$ cat src/rtl/lane_scatter_16_pkg.sv
// lane_scatter_16_pkg: lane geometry and per-frame metadata shared by the loader banks
package lane_scatter_16_pkg;
    localparam int LANES = 16;
    localparam int CNT_W = 4;
    localparam int LEN_W = 5;
    typedef struct packed {
        logic [LEN_W-1:0] len;
        logic             bcast;
    } frame_meta_t;
endpackage

$ cat src/rtl/lane_bank_16.sv
// lane_bank_16: 16-lane register bank with per-lane write, broadcast write and zero-above-index mask
module lane_bank_16
    import lane_scatter_16_pkg::*;
#(
    parameter int W = 32
) (
    input  logic             clk,
    input  logic             rst_n,
    input  logic [LANES-1:0] we,
    input  logic             bcast,
    input  logic             clr,
    input  logic [CNT_W-1:0] idx,
    input  logic [W-1:0]     din [LANES],
    output logic [W-1:0]     q [LANES]
);
    always_ff @(posedge clk or negedge rst_n)
        if (!rst_n)
            for (int i = 0; i < LANES; i++) q[i] <= '0;
        else
            for (int i = 0; i < LANES; i++)
                q[i] <= (clr && i > int'(idx)) ? '0 : (bcast || we[i]) ? din[i] : q[i];
endmodule

$ cat src/rtl/lane_scatter_16.sv
// lane_scatter_16: serial-to-parallel operand loader, fill bank double-buffered into a 16-lane output bank
module lane_scatter_16
    import lane_scatter_16_pkg::*;
#(
    parameter int ACC_BW = 32
) (
    input  logic              clk,
    input  logic              rst_n,
    input  logic              in_valid,
    output logic              in_ready,
    input  logic [ACC_BW-1:0] in_data,
    input  logic              in_last,
    input  logic              in_bcast,
    output logic              out_valid,
    input  logic              out_ready,
    output logic [ACC_BW-1:0] out [LANES],
    output logic [LEN_W-1:0]  out_len,
    output logic              out_bcast
);
    logic [CNT_W-1:0]  cnt;
    logic              fill_full, acc, bc, nrm, close, xfer;
    logic [LANES-1:0]  fill_we;
    logic [ACC_BW-1:0] in_rep [LANES];
    logic [ACC_BW-1:0] fill_q [LANES];
    frame_meta_t       fill_meta, out_meta;
    assign xfer     = fill_full && (!out_valid || out_ready);
    assign in_ready = !fill_full || xfer;
    assign acc      = in_valid && in_ready;
    assign bc       = acc && cnt == '0 && in_bcast;
    assign nrm      = acc && !bc;
    assign close    = bc || (nrm && (cnt == CNT_W'(LANES - 1) || in_last));
    assign fill_we  = nrm ? LANES'(1) << cnt : '0;
    assign out_len   = out_meta.len;
    assign out_bcast = out_meta.bcast;
    always_comb
        for (int i = 0; i < LANES; i++) in_rep[i] = in_data;
    // Lanes above the closing index are zeroed so short frames never carry stale words
    lane_bank_16 #(.W(ACC_BW)) u_fill (
        .clk(clk), .rst_n(rst_n), .we(fill_we), .bcast(bc),
        .clr(nrm && close), .idx(cnt), .din(in_rep), .q(fill_q)
    );
    lane_bank_16 #(.W(ACC_BW)) u_out (
        .clk(clk), .rst_n(rst_n), .we('0), .bcast(xfer),
        .clr(1'b0), .idx('0), .din(fill_q), .q(out)
    );
    always_ff @(posedge clk or negedge rst_n)
        if (!rst_n) begin
            cnt       <= '0;
            fill_full <= 1'b0;
            out_valid <= 1'b0;
            fill_meta <= '0;
            out_meta  <= '0;
        end else begin
            cnt       <= close ? '0 : nrm ? cnt + 1'b1 : cnt;
            fill_full <= close || (fill_full && !xfer);
            out_valid <= xfer || (out_valid && !out_ready);
            if (close) fill_meta <= '{len: bc ? LEN_W'(LANES) : {1'b0, cnt} + 1'b1, bcast: bc};
            if (xfer) out_meta <= fill_meta;
        end
endmodule

$ cat config.mk
export PLATFORM = sky130hd
export DESIGN_NAME = lane_scatter_16
export DESIGN_NICKNAME = d
export VERILOG_FILES = /design/src/rtl/lane_scatter_16_pkg.sv /design/src/rtl/lane_bank_16.sv /design/src/rtl/lane_scatter_16.sv
export SDC_FILE = /design/constraint.sdc
export NUM_CORES = 2
export LEC_CHECK = 0
export ABC_AREA = 1
export CAP_MARGIN = 20
export CORE_MARGIN = 1
export CORE_UTILIZATION = 45
export DETAILED_ROUTE_END_ITERATION = 10
export DONT_BUFFER_PORTS = 1
export PLACE_DENSITY = 0.71
export REMOVE_ABC_BUFFERS = 1
export SYNTH_ARGS = -nofsm -noshare
export SYNTH_HDL_FRONTEND = slang
export SYNTH_SLANG_ARGS = --single-unit
$ cat constraint.sdc
create_clock -name clk -period 4.45 [get_ports clk]
set_input_delay 0.89 -clock clk [delete_from_list [all_inputs] [get_ports clk]]
set_output_delay 0.89 -clock clk [all_outputs]
set_load 0.01 [all_outputs]
==> reports/summary.txt <==
Status: finished, final reports clean
Int Power: 22.6 mW
Crit path max fanout: 33
Global-route wire length before repair: 184000 um
Synth Cell Area: 41200 um2
Period utilization: 71.6%
Total Power: 34.6 mW
Num CTS Buffers: 105
RSZ-0062 raised after global routing: no
Detail Placement HPWL: 73000 um
Core area: 90400 um2
Initial DRC Count: 2927
Critical Path Sink Type: flop
CTS tree: built
Clk_skew: 0.0266 ns
Critical Path Source: cnt[0]
Reg2reg setup slack: 1.26 ns
Max-capacitance violation count: 0
Yosys Warn Count: 0
IO Pins: 558
Proportion of layout cells with a drive suffix above 1: 19.7%
Max_slew headroom: 4.47%
Final antenna diode count: 0
Hold slack final: 0.123 ns
# nets final: 3670
CP startpoint kind: flop
RR Endpoint: u_fill.q[462]
CTS Buffer Depth: 3
Slew at the pin closest to its max-slew limit: 1.43 ns
Max Freq: 314 MHz
Setup crit end: u_fill.q[462]
# setup viols final: 0
Syn Inst Count: 3741
Sequential fraction of the synthesis area: 63.3%
Syn_area_per_cell: 11.0 um2
Data required, critical path: 5.01 ns
Pwr Density: 756 nW/um2
Worst skew pair latency: 0.69 ns
DRC: 0
Register bit total from synthesis: 1042
Root buffer cell: clkbuf_16
Antenna viol nets, final: 0
P_leak: 22.2 nW
Final count of pins violating max slew: 0
Main synth FF type: dfrtp_1
Hold/Removal Path Class: primary input to asynchronous set/reset pin
Gate power share: 25.5%
Die footprint: 92800 um2
# port buffers: 0
Max H-tree Level: 3
GRT overflow: 0
Clk sinks: 1042
Final Hold Violating Endpoints: 0
Worst R2R Path Depth: 10
Placed cell area: 42100 um2
Die height: 305 um
Wire per inst: 25.3 um
Vias: 28040
Drt total wl: 124000 um
Clk pwr share: 25.8%
Minimum clock period: 3.19 ns
Fin area: 45800 um2
P&R area growth vs syn: 11.1%
Arr. time, crit path: 3.74 ns
Post-synth cell types: 28
DIE WIDTH: 305 um
Clk pin slew, worst setup/hold paths: 0.06 ns
Switching share of power: 34.9%
Largest net degree at the start of global routing: 1043
Initial antenna violation count: 2
# rows: 110
Post-synth EDFFs: 0
Initial Util: 45.6%
Psw: 12.1 mW
GRT Util Overall: 26.4%
Setup CP Type: flop to flop
Part of the power in registers: 48.8%
Gpl congestion: 0.801
Vias/cell: 5.74
Fin Setup TNS: 0 ns
Vias in the first global route: 27679
Ys async rst share: 100%
Worst vdd ir: 0.000365 V
R2R Path Start: cnt[0]
DRT Pass-1 Iters: 5
==> cell usage in the layout (no fill, tap or decap), drive strengths merged <==
cell	Yosys	routed
or2	1	1
dfrtp	1042	1042
nand3	490	490
clkinvlp	0	1
nor3	1	1
clkbuf	152	147
a21oi	363	363
nor2	77	77
ha	7	7
nand4	18	18
mux2	456	456
bufinv	0	7
a31oi	2	2
clkinv	0	32
o21ai	130	130
nand2	710	710
inv	146	152
xor2	1	1
buf	143	72
o211ai	2	2
==> repair_timing <==
action,in CTS,in global routing
hold endpoints to repair,651,111
setup buffers,0,0
resized for setup,0,0
setup endpoints to repair,0,0
==> sequential cells by signal, summed over array words and instances, names as in the netlist <==
register	flops
fill_full	1
u_out.q	512
cnt	4
u_fill.q	512
out_len	5
out_valid	1
fill_meta	6
out_bcast	1
==> metrics by stage <==
step / util [%] / worst slack, ns / std cells
floorplan: - / -9.47 / 3446
global placement: 46.5 / 0.953 / 4685
detailed placement: 46.5 / 0.907 / 4685
CTS: 50.4 / 1.14 / 4878
global route: 50.7 / 1.04 / 4887
finish: 50.7 / 1.26 / 4887
==> final cells by class <==
class	instances	area (um2)
clock buffer	147	3050
clock inverter	46	438
fill	7912	44600
inverter	146	551
multi-input combinational	2258	13400
sequential	1042	26100
tap	1176	1470
timing repair buffer	72	871
==> worst max-delay path, cell delays in order, from the launching register on <==
cell and delay [ns]:
dfrtp_1 0.47, inv_1 0.21, ha_1 0.20, nand2_1 0.11, nor2_4 0.18, nand4_4 0.41, nand2_1 0.19, buf_4 0.35
inv_1 0.56, nand3_1 0.27, nand2_1 0.07
==> Yosys cell counts (4+ instances only) <==
library cell | number | area share, %
nor2_1 | 67 | 0.61
nand3_1 | 489 | 5.9
mux2_2 | 456 | 12
a21oi_1 | 362 | 4.4
nand4_1 | 17 | 0.26
dfrtp_1 | 1042 | 63
nor2_2 | 9 | 0.14
buf_4 | 4 | 0.073
ha_1 | 7 | 0.21
nand2_1 | 709 | 6.5
inv_2 | 4 | 0.036
buf_1 | 6 | 0.055
clkbuf_1 | 152 | 1.4
inv_1 | 141 | 1.3
o21ai_0 | 128 | 1.6
buf_2 | 133 | 1.6
==> power groups by stage <==
stage	sequential [mW]	clock, mW	combinational, mW
after floorplan	16.8	0	6.91
after global placement	16.9	0	8.22
after detailed placement	17.0	0	8.54
after CTS	16.9	9.07	8.62
after global routing	17.2	9.43	9.87
final	16.9	8.92	8.82
==> routing by layer <==
metal,global-route usage [%],routed length (um),part of all wire (%)
met2,41.2,58200,47
met4,11.7,5840,4.7
met3,7.86,11100,9.0
met5,0,0,0
met1,34.1,48400,39
==> cell families (layout without fill, tap and decap cells) <==
kind of cell             after synthesis  after routing  synth area share, %
AND/OR/NAND/NOR                     1297           1297                 13.5
multiplexers                         456            456                 12.5
flip-flops                          1042           1042                 63.3
XOR/XNOR                               1              1               0.0213
buffers and inverters                441            411                 4.46
adder cells (fa/ha/maj)                7              7                0.212
AO/OA/AOI/OAI                        497            497                 6.06
==> worst min-delay path by stage <==
stage                         end  slack (ns)  cells after the start
finish                u_out.q[74]        0.12                      1
global route          u_out.q[74]        0.16                      1
CTS                   u_out.q[74]       -0.11                      0
detailed placement  u_fill.q[509]        0.47                      2
global placement    u_fill.q[504]        0.46                      2
floorplan           u_fill.q[480]        0.45                      2
(Power assumes the default switching activity.)
